[config.mk]
export PLATFORM = sky130hd
export DESIGN_NAME = chirp_burst_sequencer
export DESIGN_NICKNAME = d
export VERILOG_FILES = /design/src/rtl/chirp_seq_pkg.sv /design/src/rtl/chirp_burst_sequencer_counter.sv /design/src/rtl/chirp_burst_sequencer.sv
export SDC_FILE = /design/constraint.sdc
export NUM_CORES = 1
export LEC_CHECK = 0
export ABC_CLOCK_PERIOD_IN_PS = 6200
export BUFFER_PORTS_ARGS = -buffer_cell sky130_fd_sc_hd__buf_4
export CAP_MARGIN = 0
export CORE_MARGIN = 8
export CORE_UTILIZATION = 45
export DETAILED_ROUTE_END_ITERATION = 16
export GPL_TIMING_DRIVEN = 0
export PLACE_DENSITY = 0.67
export SLEW_MARGIN = 0
export SYNTH_ARGS = -nofsm -noshare
export SYNTH_HDL_FRONTEND = slang
export SYNTH_SLANG_ARGS = --single-unit
[constraint.sdc]
create_clock -name clk_245 -period 6.2 [get_ports clk_245]
set_input_delay 0.62 -clock clk_245 [delete_from_list [all_inputs] [get_ports clk_245]]
set_output_delay 0.62 -clock clk_245 [all_outputs]
set_load 0.02 [all_outputs]
[src/rtl/chirp_seq_pkg.sv]
// Shared types and constants for the chirp burst sequencer.
package chirp_seq_pkg;

   typedef enum logic [2:0] {
      S_IDLE,
      S_INIT,
      S_WAIT_READY,
      S_ARM,
      S_CHIRP,
      S_POST,
      S_GAP,
      S_DONE
   } seq_state_t;

   localparam int TIMEOUT_CYCLES_DEF = 4096;
   localparam int CNT_WIDTH_DEF      = 32;
   localparam int PULSE_W            = 16;
   localparam int WIN_W              = 16;

endpackage

[src/rtl/chirp_burst_sequencer_counter.sv]
// Loadable down-counter with zero flag; holds at zero.
module seq_down_counter #(
   parameter int W = 16
) (
   input  logic         clk_245,
   input  logic         clk_245_rst,
   input  logic         load,
   input  logic [W-1:0] load_val,
   input  logic         dec,
   output logic         zero
);

   logic [W-1:0] count;

   always_ff @(posedge clk_245) begin
      if (clk_245_rst)
         count <= '0;
      else if (load)
         count <= load_val;
      else if (dec && count != '0)
         count <= count - 1'b1;
   end

   assign zero = (count == '0);

endmodule

[src/rtl/chirp_burst_sequencer.sv]
// Burst sequencer driving chirp DDS init/enable and the ADC capture gate.
module chirp_burst_sequencer
   import chirp_seq_pkg::*;
#(
   parameter int TIMEOUT_CYCLES = TIMEOUT_CYCLES_DEF,
   parameter int CNT_WIDTH      = CNT_WIDTH_DEF
) (
   input  logic                 clk_245,
   input  logic                 clk_245_rst,
   input  logic                 seq_start,
   input  logic                 seq_abort,
   input  logic [PULSE_W-1:0]   pulse_count_max,
   input  logic [CNT_WIDTH-1:0] pri_cycles,
   input  logic [WIN_W-1:0]     pre_capture_cycles,
   input  logic [WIN_W-1:0]     post_capture_cycles,
   input  logic                 chirp_ready,
   input  logic                 chirp_done,
   input  logic                 chirp_active,
   input  logic                 adc_fifo_almost_full,
   output logic                 chirp_init,
   output logic                 chirp_enable,
   output logic                 adc_enable,
   output logic                 seq_busy,
   output logic                 seq_done,
   output logic [PULSE_W-1:0]   pulse_index,
   output logic                 err_timeout,
   output logic                 err_overrun
);

   localparam int TO_W = $clog2(TIMEOUT_CYCLES);
   localparam logic [TO_W-1:0] TO_LOAD = TO_W'(TIMEOUT_CYCLES - 1);

   seq_state_t state, state_nxt;
   logic [CNT_WIDTH-1:0] pri_cnt;
   logic clr, idx_inc, timeout, ovr_hit;
   logic win_zero, to_zero, st_chg;
   logic [WIN_W-1:0] win_val;

   assign st_chg  = (state_nxt != state);
   assign win_val = (state_nxt == S_POST) ? post_capture_cycles - 1'b1
                                          : pre_capture_cycles - 1'b1;

   seq_down_counter #(.W(WIN_W)) u_win (
      .clk_245     (clk_245),
      .clk_245_rst (clk_245_rst),
      .load        (st_chg),
      .load_val    (win_val),
      .dec         (state == S_ARM || state == S_POST),
      .zero        (win_zero)
   );

   seq_down_counter #(.W(TO_W)) u_to (
      .clk_245     (clk_245),
      .clk_245_rst (clk_245_rst),
      .load        (st_chg),
      .load_val    (TO_LOAD),
      .dec         (state == S_WAIT_READY || state == S_CHIRP),
      .zero        (to_zero)
   );

   always_comb begin
      state_nxt = state;
      clr       = 1'b0;
      idx_inc   = 1'b0;
      timeout   = 1'b0;
      unique case (state)
         S_IDLE: if (seq_start) begin
            state_nxt = S_INIT;
            clr       = 1'b1;
         end
         S_INIT: state_nxt = S_WAIT_READY;
         S_WAIT_READY: begin
            if (chirp_ready)
               state_nxt = (pre_capture_cycles == '0) ? S_CHIRP : S_ARM;
            else if (to_zero) begin
               state_nxt = S_IDLE;
               timeout   = 1'b1;
            end
         end
         S_ARM: if (win_zero) state_nxt = S_CHIRP;
         S_CHIRP: begin
            if (chirp_done) begin
               if (post_capture_cycles == '0) begin
                  state_nxt = S_GAP;
                  idx_inc   = 1'b1;
               end else
                  state_nxt = S_POST;
            end else if (to_zero) begin
               state_nxt = S_IDLE;
               timeout   = 1'b1;
            end
         end
         S_POST: if (win_zero) begin
            state_nxt = S_GAP;
            idx_inc   = 1'b1;
         end
         S_GAP: begin
            if (pri_cnt >= pri_cycles && !adc_fifo_almost_full)
               state_nxt = (pulse_count_max != '0 &&
                            pulse_index == pulse_count_max) ? S_DONE : S_INIT;
         end
         S_DONE: state_nxt = S_IDLE;
         default: state_nxt = S_IDLE;
      endcase
      // Abort outranks start, timeout and index update alike
      if (seq_abort) begin
         state_nxt = S_IDLE;
         clr       = 1'b0;
         idx_inc   = 1'b0;
         timeout   = 1'b0;
      end
   end

   assign ovr_hit = !seq_abort && pri_cnt >= pri_cycles &&
                    (state inside {S_INIT, S_WAIT_READY, S_ARM, S_CHIRP, S_POST});

   always_ff @(posedge clk_245) begin
      if (clk_245_rst) begin
         state        <= S_IDLE;
         pri_cnt      <= '0;
         chirp_init   <= 1'b0;
         chirp_enable <= 1'b0;
         adc_enable   <= 1'b0;
         seq_busy     <= 1'b0;
         seq_done     <= 1'b0;
         pulse_index  <= '0;
         err_timeout  <= 1'b0;
         err_overrun  <= 1'b0;
      end else begin
         state        <= state_nxt;
         chirp_init   <= (state_nxt == S_INIT);
         chirp_enable <= (state_nxt == S_CHIRP);
         adc_enable   <= (state_nxt inside {S_ARM, S_CHIRP, S_POST});
         seq_busy     <= (state_nxt != S_IDLE);
         seq_done     <= (state_nxt == S_DONE);
         if (state_nxt == S_INIT)
            pri_cnt <= CNT_WIDTH'(1);
         else if (state != S_IDLE && pri_cnt != '1)
            pri_cnt <= pri_cnt + 1'b1;
         if (clr) begin
            pulse_index <= '0;
            err_timeout <= 1'b0;
            err_overrun <= 1'b0;
         end else begin
            if (idx_inc) pulse_index <= pulse_index + 1'b1;
            if (timeout) err_timeout <= 1'b1;
            if (ovr_hit) err_overrun <= 1'b1;
         end
      end
   end

   a_en_adc: assert property (@(posedge clk_245) disable iff (clk_245_rst)
      chirp_enable |-> adc_enable);
   a_init_1c: assert property (@(posedge clk_245) disable iff (clk_245_rst)
      chirp_init |=> !chirp_init);
   a_active: assert property (@(posedge clk_245) disable iff (clk_245_rst)
      chirp_active |-> seq_busy);

endmodule

; Yosys cells after proc, flatten, opt, wreduce, memory -nomap -nowiden
; Index checks and enable logic that the tools add are counted.
[word_totals]
reg_bits = 86
elab_cells = 95
in_bits = 88
[op_classes]
addsub = 6
n_lt_le_gt_ge = 1
n_mux = 32
n_reduce_logical = 28
n_eq_ne = 15
[ops]
columns = operator, count
row1 = 16-bit logical NOT, 3
row2 = 16-bit 2-to-1 mux, 3
row3 = 16-bit by 1-bit subtractor with 16-bit output (second input constant), 3
row4 = 32-bit by 1-bit adder with 32-bit output (second input constant), 1
row5 = 32-bit greater-or-equal comparator, 1
row6 = 32-bit inequality test (second input constant), 1
row7 = 16-bit nonzero test, 2
row8 = 3-bit 2-to-1 mux, 10
row9 = 12-bit 2-to-1 mux, 2
row10 = 3-bit case mux with 8 select lines, 1
row11 = 3-bit == test (second input constant), 7
row12 = 16-bit by 1-bit adder with 16-bit output (second input constant), 1
row13 = 16-bit == test, 1
row14 = 1-bit 2-to-1 mux, 13
row15 = 12-bit logical NOT, 1
row16 = 12-bit nonzero test, 1
row17 = 12-bit by 1-bit subtractor with 12-bit output (second input constant), 1
row18 = 3-bit by 2-bit == test with 1-bit output (second input constant), 3
row19 = 3-bit nonzero test, 3
row20 = 1-bit logical AND, 7
row21 = 3-bit by 1-bit == test with 1-bit output (second input constant), 2
row22 = 2-bit nonzero test, 3
row23 = 5-bit nonzero test, 1
row24 = 1-bit case mux with 2 select lines, 2
row25 = 6 further kinds, 9

; Depth between registers and ports, before layout
[depth]
depth_word = 9
ltp_mapped = 21

; Modules after synthesis
; Synthesis repeated with hierarchy kept, for this count alone.
[hier_totals]
cells_unflattened = 800
area_unflattened_um2 = 6241.0
[modules_own_cells]
columns = module, area_per_inst_um2, instances, cells_per_inst
row1 = chirp_burst_sequencer, 4543.1, 1, 596
row2 = seq_down_counter at u_win, 944.7, 1, 114
row3 = seq_down_counter at u_to, 753.2, 1, 90

; Worst setup path before layout
; Ideal clock, no wire load.
[synth_timing]
kind = input-to-reg
start = input port pri_cycles[0]
end = register u_win.count[10]
setup_slack_ps = 1954
cell_stages = 18
n_path_buf = 4
required_time_ps = 6084
arrival_time_ps = 4130
path_cell_list = ha_1 -> nand2b_1 -> a2111oi_0 -> o32a_1 -> a21oi_2 -> o211ai_1 -> a21boi_1 -> a2111oi_4 -> buf_6 -> buf_2 -> buf_2 -> nor2_1 -> a21oi_1 -> ha_1 -> buf_2 -> nand4_1 -> xnor2_1 -> o211a_1
[synth_between]
elab_chain_len = 8
[synth_rtl]
columns = item, line
row1 = "start, declared", chirp_burst_sequencer.sv:13  ; input logic [CNT_WIDTH-1:0] pri_cycles,
row2 = 32-bit greater-or-equal comparator *, chirp_burst_sequencer.sv:98  ; if (pri_cnt >= pri_cycles && !adc_fifo_almost_full)
row3 = 1-bit logical AND *, chirp_burst_sequencer.sv:98
row4 = 3-bit 2-to-1 mux *, chirp_burst_sequencer.sv:98
row5 = 3-bit case mux with 8 select lines *, chirp_burst_sequencer.sv:66  ; unique case (state)
row6 = 3-bit 2-to-1 mux *, chirp_burst_sequencer.sv:106  ; if (seq_abort) begin
row7 = 3-bit == test, chirp_burst_sequencer.sv:40  ; assign win_val = (state_nxt == S_POST) ? post_capture_cycles - 1'b1
row8 = 16-bit 2-to-1 mux, chirp_burst_sequencer.sv:40
row9 = 16-bit 2-to-1 mux, chirp_burst_sequencer_counter.sv:18  ; else if (load)
row10 = "end signal, assigned", chirp_burst_sequencer_counter.sv:19  ; count <= load_val;
row11 = "end signal, assigned", chirp_burst_sequencer_counter.sv:21  ; count <= count - 1'b1;
row12 = "end, declared", chirp_burst_sequencer_counter.sv:13  ; logic [W-1:0] count;
; Mark *: on every way between the ends. The rest lies on a longest branch, timed or not.
; A chain may end at the register's enable or synchronous reset.

; Final worst setup path
[layout_timing]
start = input port post_capture_cycles[1]
end = register u_win.count[12]
[layout_between]
elab_chain_len = 8
[layout_rtl]
columns = item, line
row1 = "start, declared", chirp_burst_sequencer.sv:15  ; input logic [WIN_W-1:0] post_capture_cycles,
row2 = 16-bit logical NOT, chirp_burst_sequencer.sv:83  ; if (post_capture_cycles == '0) begin
row3 = 2-bit 2-to-1 mux, chirp_burst_sequencer.sv:83
row4 = 3-bit 2-to-1 mux, chirp_burst_sequencer.sv:82  ; if (chirp_done) begin
row5 = 3-bit case mux with 8 select lines, chirp_burst_sequencer.sv:66
row6 = 3-bit 2-to-1 mux, chirp_burst_sequencer.sv:106
row7 = 3-bit == test, chirp_burst_sequencer.sv:40
row8 = 16-bit 2-to-1 mux, chirp_burst_sequencer.sv:40
row9 = 16-bit 2-to-1 mux, chirp_burst_sequencer_counter.sv:18
; Parallel ways exist; a longest one is shown, timed or not.

==> impl_metrics.tcl <==
set metrics [dict create \
    pin_count 111 \
    synth_commonest_cells "99 x nor2_1, 86 x dfxtp_1, 56 x nand2_1" \
    hold_viol 0 \
    fin_skew_ns 0.00723 \
    finalCriticalPeriod_ns 5.06 \
    layout-drive-gt1-share_pct 18.6 \
    relSlewSlack_pct 43.7 \
    p_int_uw 947 \
    rsz0062_at_grt "no" \
    cts-root-buf "clkbuf_16" \
    placed_cells 1018 \
    synth_cell_types 67 \
    clk_pin_slew_ns 0.06 \
    antenna_found_initial 0 \
    num_antenna_cells 0 \
    synth_top_area_share_pct 29.1 \
    grt_max_degree 14 \
    synthArstFlopShare_pct 0 \
    hpwl_um 13400 \
    design.core.area_um2 13000 \
    ant_nets 0 \
    setup_tns_ns 0 \
    postLayoutCellArea_um2 7210 \
    synth_most_common_cell "nor2_1" \
    rows 42 \
    initial_core_util_pct 45.4 \
    fin_crit_sh_pct 81.6 \
    max-clock-path-buffers 2 \
    routabilityCongestion 0.899 \
    setup_viol 0 \
    fp.dieW_um 131 \
    synthTopCellsByArea "dfxtp_1 29%, ha_1 7.6%, xnor2_1 6.8%, xor2_1 6.4%, nor2_1 6.3%" \
    maxSlewViolCount 0 \
    htreeDepth 3 \
    startpoint_type "primary input" \
    switching_share_pct 27.4 \
    fillers 1272 \
    die-area_um2 17100 \
    p_total_mw 1.30 \
    cts-buffers-inserted 9 \
    synth_top_area_cell "dfxtp_1" \
    synthToLayoutAreaGrowth_pct 22.0 \
    pwr-share-comb_pct 17.2 \
    viasPerCell 5.59 \
    status "finished, final reports clean" \
    synth_ff_type "dfxtp_1" \
    vdd_drop_max_uv 131 \
    drt_iter0_drc 340 \
    pre_cts_slack_ns 0.897 \
    required_ns 6.45 \
    worst_pin_slew_ns 0.837 \
    ys_ff_latch 86 \
    utilization_pct 55.3 \
    numPortBuffers 109 \
    stdcell_count 1034 \
    vias 5781 \
    grt-ovfl-total 0 \
    crit_type "in2reg" \
    p_clk_share_pct 37.5 \
    crit_arrival_ns 5.31 \
    synth_edf_count 0 \
    ctsResizeCount 0 \
    nets 977 \
    synth_warnings 0 \
    power_switching_uw 357 \
    cts_tree "yes" \
    grt_pass1_vias 5774 \
    cp_max_fo 10 \
    cts_sinks 86 \
    drt_pass1_iterations 6 \
    powerDensity_nw_per_um2 181 \
    grtUsageTotal_pct 20.1 \
    routed_wl_um 16800 \
    power.leakage_nw 2.91 \
    setup_ws_ns 1.14 \
    syn_nets 857 \
    cts_hold_buf 0 \
    drc 0 \
    grt_pass1_wl_um 27900 \
    place_area_um2 6950 \
    die_height_um 131 \
    clk_latency_ns 0.34 \
    hp-class "reg2reg" \
    routedWlPerCell_um 16.3 \
    synth_cells 733 \
    max_cap_violations 0 \
    syn_area_um2 5910 \
    yosysSeqAreaShare_pct 29.1 \
    avgSynthCellArea_um2 8.07 \
    post-cts-setup-buffers 0 \
    seqPwrFrac_pct 45.3 \
    holdWs_ns 0.496 \
    end_kind "flop" \
    max_freq_mhz 198 \
]
critical path: stages:
cell and delay (ns):
buf_4 0.11, nor3_1 0.63, nand4b_1 0.38, nor3_2 0.39, a211oi_2 0.17, a21boi_1 0.20, a2111oi_4 0.70, buf_6 0.25
buf_2 0.27, buf_2 0.29, nor2_1 0.08, a21oi_1 0.12, ha_1 0.27, buf_2 0.27, nand3_1 0.12, xor2_1 0.15
nor2_1 0.06, a211oi_1 0.20
power groups by stage:
stage | Clock [mW] | Sequential, mW | Combinational [mW]
floorplan | 0 | 0.598 | 0.133
global placement | 0 | 0.602 | 0.215
detailed placement | 0 | 0.603 | 0.222
CTS | 0.496 | 0.590 | 0.223
global route | 0.519 | 0.593 | 0.247
finish | 0.489 | 0.591 | 0.224
flip-flops by register name, indices dropped and copies added (netlist names):
name          flops
u_to.count       12
chirp_enable      1
chirp_init        1
seq_done          1
state             3
err_timeout       1
seq_busy          1
pulse_index      16
err_overrun       1
u_win.count      16
adc_enable        1
pri_cnt          32
layer usage:
layer	GRT usage (%)	vias to the layer above	routed length, um	share of wire [%]
li1	-	2842	-	-
met1	25.4	2706	7560	45
met2	34.0	204	7960	47
met3	3.45	29	983	5.8
met4	6.75	0	307	1.8
met5	0	-	0	0
cell type report:
cell class              instances  area (um2)  area share [%]
inverters                      46         173            2.39
repair buffers                109         818            11.3
clock inverters                 4        23.8           0.330
clock buffers                  12         236            3.28
flip-flops and latches         86        1720            23.9
plain buffers                  22         114            1.58
well taps                     176         220            3.05
multi-input cells             579        3910            54.2
cell families after synthesis:
kind of cell / share of synthesized area, %
fa+ha+maj: 7.62
mux: 4.25
flops: 29.1
buf+inv: 4.84
compound gates: 14.6
xor+xnor: 13.2
simple gates: 26.4
cells in the final DEF, fill, tap and decap left out, types with 15 or more instances in the layout:
cell / n
ha_1: 36
nand2_1: 56
clkbuf_1: 15
nor2_1: 99
xor2_1: 43
o21ai_0: 15
mux2i_1: 18
nor3_1: 18
nand3_1: 22
nand4_1: 30
inv_1: 46
a21oi_1: 44
xnor2_1: 46
dfxtp_1: 86
buf_4: 109
path summary, 6_finish.rpt:
check / to / depth (start not counted) / slack, ns / from
worst max-delay path: u_win.count[12] / 18 / 1.14 / post_capture_cycles[1]
worst min register to register: u_win.count[0] / 2 / 0.50 / u_win.count[0]
worst min-delay path: u_win.count[0] / 2 / 0.50 / u_win.count[0]
worst max register to register: u_win.count[12] / 20 / 1.31 / pri_cnt[0]
No activity file was read; power rests on OpenSTA's default activity.
